File: src/rtl/chrisruk_strip_driver_if.sv
// Strip driver interface: groups the run controls and the pin-side outputs.
//   enable     run frames continuously while high
//   mode       pattern select: 00 off, 01 solid white, 10 chaser, 11 ramp
//   clock_out  shared strip clock
//   strip_out  one data line per strip
//   busy       high while a frame is shifting or latching
//   frame_done one-cycle pulse on the last latch cycle
// master: the host side that drives enable/mode; slave: the driver itself.
// N_STRIPS must match the N_STRIPS of the driver attached to it.
interface chrisruk_strip_driver_if #(
    parameter int N_STRIPS = 2
);
    logic                enable;
    logic [1:0]          mode;
    logic                clock_out;
    logic [N_STRIPS-1:0] strip_out;
    logic                busy;
    logic                frame_done;

    modport master (
        output enable,
        output mode,
        input  clock_out,
        input  strip_out,
        input  busy,
        input  frame_done
    );

    modport slave (
        input  enable,
        input  mode,
        output clock_out,
        output strip_out,
        output busy,
        output frame_done
    );
endinterface

File: src/rtl/chrisruk_strip_driver.sv
// Multi-strip driver for clocked-serial (data + clock) LED strips.
// Shifts 24 bits per LED, LED0 first and MSB first, on N_STRIPS data lines that
// share one strip clock, then holds the clock low to latch the strips. Pixel data
// comes from a built-in pattern generator driven by an 8-bit frame counter.
// Ports:
//   clk   system clock
//   rst   asynchronous active-high reset
//   sif   slave side of chrisruk_strip_driver_if (enable/mode in;
//         clock_out/strip_out/busy/frame_done out, all registered)
//
// state | meaning
// IDLE  | clock and data low, waiting for enable
// SHIFT | clocking pixel bits out, CLK_DIV cycles low then CLK_DIV high per bit
// LATCH | clock and data low for LATCH_CYCLES, frame_done on the last cycle
module chrisruk_strip_driver #(
    parameter int N_STRIPS     = 2,
    parameter int N_LEDS       = 8,
    parameter int CLK_DIV      = 4,
    parameter int LATCH_CYCLES = 100
) (
    input  logic                    clk,
    input  logic                    rst,
    chrisruk_strip_driver_if.slave  sif
);
    localparam int LED_W = (N_LEDS > 1) ? $clog2(N_LEDS) : 1;
    localparam int DIV_W = (CLK_DIV > 1) ? $clog2(CLK_DIV) : 1;
    localparam int LAT_W = (LATCH_CYCLES > 1) ? $clog2(LATCH_CYCLES) : 1;

    localparam logic [LED_W-1:0] LAST_LED = LED_W'(N_LEDS - 1);
    localparam logic [DIV_W-1:0] DIV_LOAD = DIV_W'(CLK_DIV - 1);
    localparam logic [LAT_W-1:0] LAT_LOAD = LAT_W'(LATCH_CYCLES - 1);
    localparam logic [4:0]       TOP_BIT  = 5'd23;

    typedef enum logic [1:0] {
        IDLE  = 2'd0,
        SHIFT = 2'd1,
        LATCH = 2'd2
    } state_t;

    state_t              state;
    logic [1:0]          mode_q;
    logic [7:0]          frame_cnt;
    logic [DIV_W-1:0]    div_cnt;
    logic                phase_hi;
    logic [4:0]          bit_cnt;
    logic [LED_W-1:0]    led_cnt;
    logic [LAT_W-1:0]    latch_cnt;

    logic                clock_q;
    logic [N_STRIPS-1:0] strip_q;
    logic                busy_q;
    logic                done_q;

    // One data bit per strip for a given LED/bit position. There is no frame
    // buffer: every bit is recomputed from the LED counter and frame counter.
    function automatic logic [N_STRIPS-1:0] strip_bits(
        input logic [1:0]       m,
        input logic [LED_W-1:0] led,
        input logic [7:0]       f,
        input logic [4:0]       b
    );
        logic [N_STRIPS-1:0] bits;
        logic [7:0]          ramp;
        logic [23:0]         pix;
        int unsigned         lit;
        bits = '0;
        // 16*i + f, wrapping at 256
        ramp = 8'({led, 4'b0000}) + f;
        for (int s = 0; s < N_STRIPS; s++) begin
            lit = (32'(f) + 32'(s)) % 32'(N_LEDS);
            case (m)
                2'b00:   pix = 24'h000000;
                2'b01:   pix = 24'hFFFFFF;
                2'b10:   pix = (32'(led) == lit) ? 24'hFFFFFF : 24'h000000;
                default: pix = {ramp, ramp, ramp};
            endcase
            bits[s] = pix[b];
        end
        return bits;
    endfunction

    always_ff @(posedge clk or posedge rst) begin
        if (rst) begin
            state     <= IDLE;
            mode_q    <= 2'b00;
            frame_cnt <= 8'd0;
            div_cnt   <= '0;
            phase_hi  <= 1'b0;
            bit_cnt   <= 5'd0;
            led_cnt   <= '0;
            latch_cnt <= '0;
            clock_q   <= 1'b0;
            strip_q   <= '0;
            busy_q    <= 1'b0;
            done_q    <= 1'b0;
        end else begin
            done_q <= 1'b0;
            case (state)
                IDLE: begin
                    if (sif.enable) begin
                        state    <= SHIFT;
                        mode_q   <= sif.mode;
                        div_cnt  <= DIV_LOAD;
                        phase_hi <= 1'b0;
                        bit_cnt  <= TOP_BIT;
                        led_cnt  <= '0;
                        clock_q  <= 1'b0;
                        strip_q  <= strip_bits(sif.mode, '0, frame_cnt, TOP_BIT);
                        busy_q   <= 1'b1;
                    end
                end

                SHIFT: begin
                    if (div_cnt != '0) begin
                        div_cnt <= div_cnt - 1'b1;
                    end else begin
                        div_cnt <= DIV_LOAD;
                        if (!phase_hi) begin
                            phase_hi <= 1'b1;
                            clock_q  <= 1'b1;
                        end else begin
                            // End of a high phase: the data line only ever moves
                            // here, together with the clock falling.
                            phase_hi <= 1'b0;
                            clock_q  <= 1'b0;
                            if (bit_cnt == 5'd0 && led_cnt == LAST_LED) begin
                                state     <= LATCH;
                                latch_cnt <= LAT_LOAD;
                                strip_q   <= '0;
                                done_q    <= (LATCH_CYCLES == 1);
                            end else if (bit_cnt == 5'd0) begin
                                bit_cnt <= TOP_BIT;
                                led_cnt <= led_cnt + 1'b1;
                                strip_q <= strip_bits(mode_q, led_cnt + 1'b1, frame_cnt, TOP_BIT);
                            end else begin
                                bit_cnt <= bit_cnt - 5'd1;
                                strip_q <= strip_bits(mode_q, led_cnt, frame_cnt, bit_cnt - 5'd1);
                            end
                        end
                    end
                end

                LATCH: begin
                    if (latch_cnt != '0) begin
                        latch_cnt <= latch_cnt - 1'b1;
                        done_q    <= (latch_cnt == LAT_W'(1));
                    end else begin
                        frame_cnt <= frame_cnt + 8'd1;
                        if (sif.enable) begin
                            // Back-to-back frame: pixels already use the advanced count.
                            state    <= SHIFT;
                            mode_q   <= sif.mode;
                            div_cnt  <= DIV_LOAD;
                            phase_hi <= 1'b0;
                            bit_cnt  <= TOP_BIT;
                            led_cnt  <= '0;
                            clock_q  <= 1'b0;
                            strip_q  <= strip_bits(sif.mode, '0, frame_cnt + 8'd1, TOP_BIT);
                            busy_q   <= 1'b1;
                        end else begin
                            state  <= IDLE;
                            busy_q <= 1'b0;
                        end
                    end
                end

                default: begin
                    state   <= IDLE;
                    clock_q <= 1'b0;
                    strip_q <= '0;
                    busy_q  <= 1'b0;
                end
            endcase
        end
    end

    assign sif.clock_out  = clock_q;
    assign sif.strip_out  = strip_q;
    assign sif.busy       = busy_q;
    assign sif.frame_done = done_q;

endmodule
File: src/flat_wrapper.sv
// flat-port wrapper written by rule: the top's interface ports become plain ports
module chrisruk_strip_driver_flat 
#(
    parameter int N_STRIPS     = 2,
    parameter int N_LEDS       = 8,
    parameter int CLK_DIV      = 4,
    parameter int LATCH_CYCLES = 100
)
  (clk, rst, sif_enable, sif_mode, sif_clock_out, sif_strip_out, sif_busy, sif_frame_done);
  chrisruk_strip_driver_if #(.N_STRIPS(N_STRIPS)) sif_i ();
  input  logic clk;
  input  logic rst;
  input wire logic [$bits(sif_i.enable)-1:0] sif_enable;
  input wire logic [$bits(sif_i.mode)-1:0] sif_mode;
  output wire logic [$bits(sif_i.clock_out)-1:0] sif_clock_out;
  output wire logic [$bits(sif_i.strip_out)-1:0] sif_strip_out;
  output wire logic [$bits(sif_i.busy)-1:0] sif_busy;
  output wire logic [$bits(sif_i.frame_done)-1:0] sif_frame_done;
  assign sif_i.enable = sif_enable;
  assign sif_i.mode = sif_mode;
  assign sif_clock_out = sif_i.clock_out;
  assign sif_strip_out = sif_i.strip_out;
  assign sif_busy = sif_i.busy;
  assign sif_frame_done = sif_i.frame_done;
  chrisruk_strip_driver #(.N_STRIPS(N_STRIPS), .N_LEDS(N_LEDS), .CLK_DIV(CLK_DIV), .LATCH_CYCLES(LATCH_CYCLES)) u_core (.clk(clk), .rst(rst), .sif(sif_i));
endmodule
File: config.mk
export PLATFORM = sky130hd
export DESIGN_NAME = chrisruk_strip_driver_flat
export DESIGN_NICKNAME = d
export VERILOG_FILES = /design/src/rtl/chrisruk_strip_driver_if.sv /design/src/rtl/chrisruk_strip_driver.sv /design/src/flat_wrapper.sv
export SDC_FILE = /design/constraint.sdc
export NUM_CORES = 1
export LEC_CHECK = 0
export ABC_CLOCK_PERIOD_IN_PS = 5300
export CAP_MARGIN = 30
export CORE_MARGIN = 4
export CORE_UTILIZATION = 60
export DETAILED_ROUTE_END_ITERATION = 6
export DONT_BUFFER_PORTS = 1
export PLACE_DENSITY = 0.76
export SLEW_MARGIN = 40
export SYNTH_ARGS = -nofsm -noshare
export SYNTH_HDL_FRONTEND = slang
export SYNTH_SLANG_ARGS = --single-unit
File: constraint.sdc
create_clock -name clk -period 5.3 [get_ports clk]
set_input_delay 1.06 -clock clk [delete_from_list [all_inputs] [get_ports clk]]
set_output_delay 1.06 -clock clk [all_outputs]
set_load 0.1 [all_outputs]
# Word level (Yosys, flattened, before mapping)
# Cells that the tools add are included.
[op_classes]
add_sub_neg = 9
order_cmp = 1
eq_ne = 21
muxes = 85
bitwise = 2
n_reduce_logical = 25
[ops]
columns = ["op", "count"]
rows = [
  ["$pmux W24 S3", 8],
  ["$mux W24", 18],
  ["$logic_not A32 Y1", 4],
  ["$mux W2", 17],
  ["$mux W5", 6],
  ["$mux W7", 4],
  ["$reduce_and A5 Y1", 4],
  ["$mux W3", 6],
  ["$pmux W2 S3", 3],
  ["$add A7 B8 Y8", 2],
  ["$pmux W5 S3", 1],
  ["$mux W1", 14],
  ["$pmux W7 S2", 1],
  ["$eq A3 B3 Y1", 4],
  ["$bmux W1 S5", 2],
  ["$ne A2 B2 Y1 const B", 5],
  ["$add A3 B1 Y3 const B", 3],
  ["$pmux W1 S3", 3],
  ["$pmux W3 S3", 1],
  ["$add A8 B1 Y8 const B", 1],
  ["$ne A2 B1 Y1 const B", 4],
  ["$reduce_and A2 Y1", 4],
  ["$eq A7 B1 Y1 const B", 1],
  ["$reduce_bool A7 Y1", 1],
  ["16 further kinds", 26],
]
[word_totals]
register_bits = 35
input_bits = 5
output_inout_bits = 5

# Depth between registers and ports, before layout
# Gate-level depths: netlist of the first run.
[depth]
ltp_word = 16
depth_mapped = 9
depth_no_buf = 9

# Worst setup path after synthesis of the first run
# Ideal clock, no wire load.
[synth_timing]
kind = "register -> register"
from = "reg u_core.bit_cnt[0]"
to = "reg u_core.latch_cnt[5]"
arrival_time_ns = 2.323
required_time_ns = 5.231
setup_slack_ns = 2.908
stages_incl_launch_ff = 9
path_buffers = 0
period_less_slack_ns = 2.392
cell_sequence = "dfrtp_1 inv_1 ha_1 nor4b_4 a41oi_1 nor3b_2 nand2_1 or4_1 nand3_1"
[synth_via]
elab_chain_cells = 4
[synth_rtl]
columns = ["item", "line_no", "rtl"]
rows = [
  ["from (decl)", "chrisruk_strip_driver.sv:45", "logic [4:0] bit_cnt;"],
  ["from (signal assigned)", "chrisruk_strip_driver.sv:136", "bit_cnt <= bit_cnt - 5'd1;"],
  ["$logic_not A5 Y1", "chrisruk_strip_driver.sv:126", "if (bit_cnt == 5'd0 && led_cnt == LAST_LED) begin"],
  ["$logic_and A1 B1 Y1", "chrisruk_strip_driver.sv:126", ""],
  ["$ne A2 B1 Y1 (no line)", "n/a", ""],
  ["$reduce_and A5 Y1 (no line)", "n/a", ""],
  ["to (signal assigned)", "chrisruk_strip_driver.sv:145", "latch_cnt <= latch_cnt - 1'b1;"],
  ["to (decl)", "chrisruk_strip_driver.sv:47", "logic [LAT_W-1:0] latch_cnt;"],
]
# No other way between the ends.
# A chain may end at the register's enable or synchronous reset.

# Final worst setup path of the first run
# Ends and elaborated chain as after synthesis.

==> flow_summary.toml, run 1 <==
[power]
p_sw_mw = 0.557
power.share.combinational_pct = 43.8
p_total_mw = 1.18
p_int_mw = 0.625
leakage_nw = 1.21
p_sw_share_pct = 47.1
pwr-share-clk_pct = 16.5
pwr-share-seq_pct = 39.7
pwr_density_cell_nw_per_um2 = 441
ir_worst_vdd_mv = 0.227

[place]
place_area_um2 = 2590
gp_congestion = 0.850
dp.cells = 325
place_ws_ps = 2560
hpwl_um = 3860
port_buffers = 0

[job]
maxCapViolCount = 0

[global_route]
track_usage_pct = 21.5
overflow = 0
grt_pass1_vias = 1921
antenna_found_initial = 0
grt_max_degree = 36
grt_pass1_wl_um = 8960

[timing]
setup_tns_ps = 0
clock.fmax_ghz = 0.358
layout_min_cycle_time_ps = 2790
final-hold-violation-count = 0
setup-violations-final = 0
slew_violations = 0
grt_setup_unrepaired = "no"
max-slew-margin-rel_pct = 42.6
skew_ps = 11.3
worst_pin_slew_ps = 861
worst_slack_ps = 2510
fin_hold_ws_ps = 527
period_share_pct = 52.6

[floorplan]
io_pins = 10
initial_utilization_pct = 62.6
die_w_um = 73.1
dieArea_um2 = 5340
die_h_um = 73.1
rows = 23
coreArea_um2 = 4060

[finish]
antenna_cells = 0
drive_gt1_share_pct = 10.2
fillers = 333
nets = 311
seqCellArea_um2 = 881
multi_input_comb_area_um2 = 1560
area_growth_pct = 5.51
fin_cells = 333
stdcell_area_um2 = 2680
fin_util_pct = 66.1

[setup_path]
startpoint = "u_core.bit_cnt[0]"
critical-path-top-delay-family = "simple AND/OR/NAND/NOR gates"
crit_chain = "inv_1 > ha_1 > nor4b_4 > a41oi_1 > nor3b_2 > nand2_1 > or4_1 > nand3_1"
end_kind = "register"
worst-setup-path-type = "register to register"
reg2reg_to = "u_core.latch_cnt[5]"
r2r_start = "u_core.bit_cnt[0]"
cp.buffers_inverters = 1
arrival_ps = 3020
cp.required_ps = 5530
crit_slowest_cell = "nor4b_4"
start_kind = "register"
crit_path_max_fanout = 10
r2r_setup_slack_ps = 2510
cpPeakStageDelay_ps = 520
reg2reg_depth = 8

[cts]
clk_latency_ps = 300
clockRootBuffer = "clkbuf_8"
cts_tree = "yes"
cts_sinks = 35
cts.path.max_buffers = 2
post_cts_resized = 0
cts_setup_buffers = 0
clk_pin_slew_ps = 80
htree_levels = 2
cts-hold-fix-buffers = 0
cts-buffers-inserted = 5

[yosys]
ys_ff_latch = 35
syn_inst = 281
synth-async-reset-ratio_pct = 100
synth_ff_type = "dfrtp_1"
synthesis.nets = 310
synthesis.area_um2 = 2540
ys_seq_area_share_pct = 34.5
ys_types = 54
syn_avg_cell_area_um2 = 9.04
synth_edf_count = 0
yosys_warnings = 0

[detailed_routing]
routed_wl_um = 5200
first_pass_iters = 4
ant_nets = 0
drc = 0
drt_first_iter_violations = 159
via_per_inst = 6.02
wl_per_cell_um = 15.6
num_vias = 2004

[hold_path]
min_to = "u_core.div_cnt[1]"
worstHoldStart = "u_core.div_cnt[1]"
whs_path_depth = 2
hold_class = "register to register"

[run_status]
outcome = "completed"
==> cell usage in the layout (no fill, tap or decap), drive strengths merged, types with 3 or more instances in the layout <==
master	count
or3	3
o21ai	17
nand4	5
o31ai	3
ha	23
xnor2	11
a22o	4
a21oi	17
nand3	14
inv	22
or2	3
a211oi	3
clkbuf	6
o211ai	3
nor2b	3
nor3	3
a31oi	6
nand2b	5
nor2	21
nand2	27
xor2	10
nor4b	3
dfrtp	35
==> cells in the mapped netlist, drive strengths merged, types with 2 or more instances <==
cell     instances  area share [%]
nand2           27             4.1
a31oi            6             1.5
mux2i            2            0.79
inv             22             3.2
nand2b           5             1.2
dfrtp           35              34
nand3b           2            0.59
a2111oi          2             1.4
or3              3            0.94
nand3           14             2.8
and3             2            0.49
o21a             2            0.59
ha              23              11
a22o             4             1.4
clkbuf           7             1.0
xor2            10             3.4
a21oi           17             3.3
o31ai            3            0.89
nand4            5             1.2
or2              3            0.74
o21ai           17             3.3
xnor2           11             3.8
nor2b            3            0.74
nor3             3            0.59
nor4b            3             1.6
o211ai           3            0.89
a211oi           3            0.89
or4              2            0.74
nor2            21             3.1
a32oi            2            0.69
mux2             2            0.89
==> worst reg2reg max path, cell delays in order (launching register included) <==
cell	delay [ps]
dfrtp_1	460
inv_1	140
ha_1	300
nor4b_4	520
a41oi_1	270
nor3b_2	380
nand2_1	160
or4_1	410
nand3_1	90
==> power by group through the flow <==
stage	registers (mW)	clock network, mW	logic [mW]
2_1_floorplan	0.442	0	0.435
3_3_place_gp	0.468	0	0.506
3_5_place_dp	0.473	0	0.513
4_1_cts	0.468	0.198	0.515
5_1_grt	0.480	0.209	0.587
6_report	0.470	0.195	0.517
==> routing by layer <==
layer | vias to the layer above | global-route usage, % | share of wire [%]
met5 | - | 0 | 0
met4 | 0 | 7.79 | 2.0
met3 | 10 | 4.41 | 4.4
met2 | 38 | 31.2 | 44
met1 | 948 | 31.4 | 50
li1 | 1008 | - | -
==> cell type report <==
class                   instances  share of cell area, %
multi-input cells             217                   58.3
flip-flops and latches         35                   32.9
inverters                      22                   3.08
clock buffers                   6                   2.71
well taps                      50                   2.33
clock inverters                 2                  0.467
repair buffers                  1                  0.280
==> worst max-delay path by stage <==
stage | end | slack [ps] | depth (start not counted)
3_5_place_dp | u_core.latch_cnt[5] | 2560 | 8
3_3_place_gp | u_core.latch_cnt[5] | 2650 | 8
4_1_cts | u_core.latch_cnt[5] | 2550 | 8
6_report | u_core.latch_cnt[5] | 2510 | 8
5_1_grt | u_core.latch_cnt[5] | 2270 | 8
2_1_floorplan | u_core.latch_cnt[5] | 2910 | 8
==> registers in the layout, indices dropped and copies added (netlist names), 2 cells and up <==
name and flops:
u_core.sif.strip_out 2, u_core.frame_cnt 8, u_core.led_cnt 3, u_core.div_cnt 2
u_core.mode_q 2, u_core.latch_cnt 7, u_core.bit_cnt 5, u_core.state 2
==> logic make-up after synthesis <==
family / Yosys count / share of synthesized area [%]
mux: 5 / 2.56
compound gates: 69 / 18.6
flops: 35 / 34.5
fa+ha+maj: 24 / 12.1
xor+xnor: 21 / 7.24
simple gates: 98 / 20.8
buf+inv: 29 / 4.28
No activity file was read; power rests on OpenSTA's default activity.
==> run 2, diff against run 1 <==
--- a/config.mk
+++ b/config.mk
@@ -5,7 +5,7 @@
 export SDC_FILE = /design/constraint.sdc
 export NUM_CORES = 1
 export LEC_CHECK = 0
-export ABC_CLOCK_PERIOD_IN_PS = 5300
+export ABC_CLOCK_PERIOD_IN_PS = 2580
 export CAP_MARGIN = 30
 export CORE_MARGIN = 4
 export CORE_UTILIZATION = 60
==> constraint.sdc (replaced) <==
create_clock -name clk -period 2.58 [get_ports clk]
set_input_delay 0.516 -clock clk [delete_from_list [all_inputs] [get_ports clk]]
set_output_delay 0.516 -clock clk [all_outputs]
set_load 0.1 [all_outputs]
==> run 2 against run 1 <==
  * Clock skew is 4.5 ps lower
  * Sequential share of layout area is 0.97 points lower
  * Sequential power is 94% higher
  * Power is 110% higher
  * Sequential cell count stayed put
  * Clock power is 100% higher
  * Count of clock-buffer cells in the layout stayed put
  * Critical endpoint is now u_core.led_cnt[1]
==> flow_summary.toml, run 2 (synthesized netlist as in run 1, its figures left out) <==
[run_status]
outcome = "completed"

[timing]
fin_hold_ws_ps = 208
setup-violations-final = 0
period_share_pct = 94.2
clock.fmax_ghz = 0.411
max-slew-margin-rel_pct = 42.3
slew_violations = 0
worst_pin_slew_ps = 866
skew_ps = 6.82
worst_slack_ps = 149
grt_setup_unrepaired = "no"
layout_min_cycle_time_ps = 2430
final-hold-violation-count = 0
setup_tns_ps = 0

[place]
dp.cells = 335
place_ws_ps = 85.0
gp_congestion = 0.887
place_area_um2 = 2660
port_buffers = 0
hpwl_um = 4000

[hold_path]
hold_class = "input port to asynchronous set/reset pin"

[detailed_routing]
first_pass_iters = 4
routed_wl_um = 5230
ant_nets = 0
wl_per_cell_um = 15.2
via_per_inst = 5.95
drt_first_iter_violations = 125
num_vias = 2042
drc = 0

[setup_path]
startpoint = "u_core.latch_cnt[4]"
start_kind = "register"
worst-setup-path-type = "register to register"
end_kind = "register"
r2r_start = "u_core.latch_cnt[4]"
cp.required_ps = 2760
crit_path_max_fanout = 5
arrival_ps = 2610

[global_route]
antenna_found_initial = 0
grt_pass1_vias = 2036
track_usage_pct = 22.4
grt_max_degree = 36
grt_pass1_wl_um = 9380
overflow = 0

[floorplan]
die_w_um = 73.1
initial_utilization_pct = 62.6
die_h_um = 73.1
dieArea_um2 = 5340
io_pins = 10
coreArea_um2 = 4060
rows = 23

[finish]
fin_cells = 343
nets = 321
largest_registers = "u_core.frame_cnt x8, u_core.latch_cnt x7, u_core.bit_cnt x5"
area_growth_pct = 8.71
drive_gt1_share_pct = 13.3
top_register = "u_core.frame_cnt"
stdcell_area_um2 = 2760
fin_util_pct = 68.1
antenna_cells = 0
largest_reg_flops = 8
layout_commonest_cell = "dfrtp_1"
final_cell_mix = "dfrtp_1 (31), nand2_1 (26), inv_1 (22), ha_1 (22), nor2_1 (21)"

[cts]
clk_latency_ps = 290
cts_tree = "yes"
cts-hold-fix-buffers = 0
clk_pin_slew_ps = 70
cts-buffers-inserted = 5
clockRootBuffer = "clkbuf_8"
cts_sinks = 35
htree_levels = 2
cts.path.max_buffers = 2

[power]
pwr_density_cell_nw_per_um2 = 908
ir_worst_vdd_mv = 0.578
leakage_nw = 1.26
p_total_mw = 2.51

[job]
maxCapViolCount = 0
==> run 2: cell types whose count changed in the layout (fill, tap and decap cells not counted) <==
cell,delta
buf_4,+10
ha_1,-1
nor4b_1,+1
nor4b_2,-1
ha_4,+1
==> run 2: area by class of cell <==
type,instances,area [µm²]
multi-input cells,217,1570
fillers,322,1290
clock inverters,2,12.5
repair buffers,11,82.6
well taps,50,62.6
clock buffers,6,72.6
flip-flops and latches,35,881
inverters,22,82.6
==> run 2: routing by layer <==
metal	global-route usage [%]	wire, µm
met1	30.2	2520
met2	35.8	2470
met3	4.27	163
met4	7.79	73
met5	0	0
==> run 2: repair_timing <==
action | CTS | global route
setup endpoints to repair | 0 | 2
buffers inserted | 0 | 0
endpoints found under the hold margin | 0 | 0
gates resized for setup | 0 | 2
==> run 2: worst paths after layout <==
check,end,slack (ps),depth (start not counted)
max,u_core.led_cnt[1],150,5
min,u_core.latch_cnt[3],210,2
max reg2reg,u_core.led_cnt[1],150,5
min reg2reg,u_core.latch_cnt[0],530,1
max in group asynchronous,u_core.led_cnt[0],2020,2
min in group clk,u_core.mode_q[1],350,2
==> run 2: worst max-delay path, stage by stage, from the launching register on <==
cell and delay (ps):
dfrtp_1 430, or4_4 560, or3_4 380, a2111oi_4 500, o21ai_1 230, a22o_1 220
==> run 2: where the power goes <==
group	switching, mW	total (mW)	internal (mW)	leakage, nW
Sequential	0.248	0.913	0.665	0.426
Clock	0.204	0.393	0.189	0.0412
Combinational	0.708	1.20	0.494	0.793
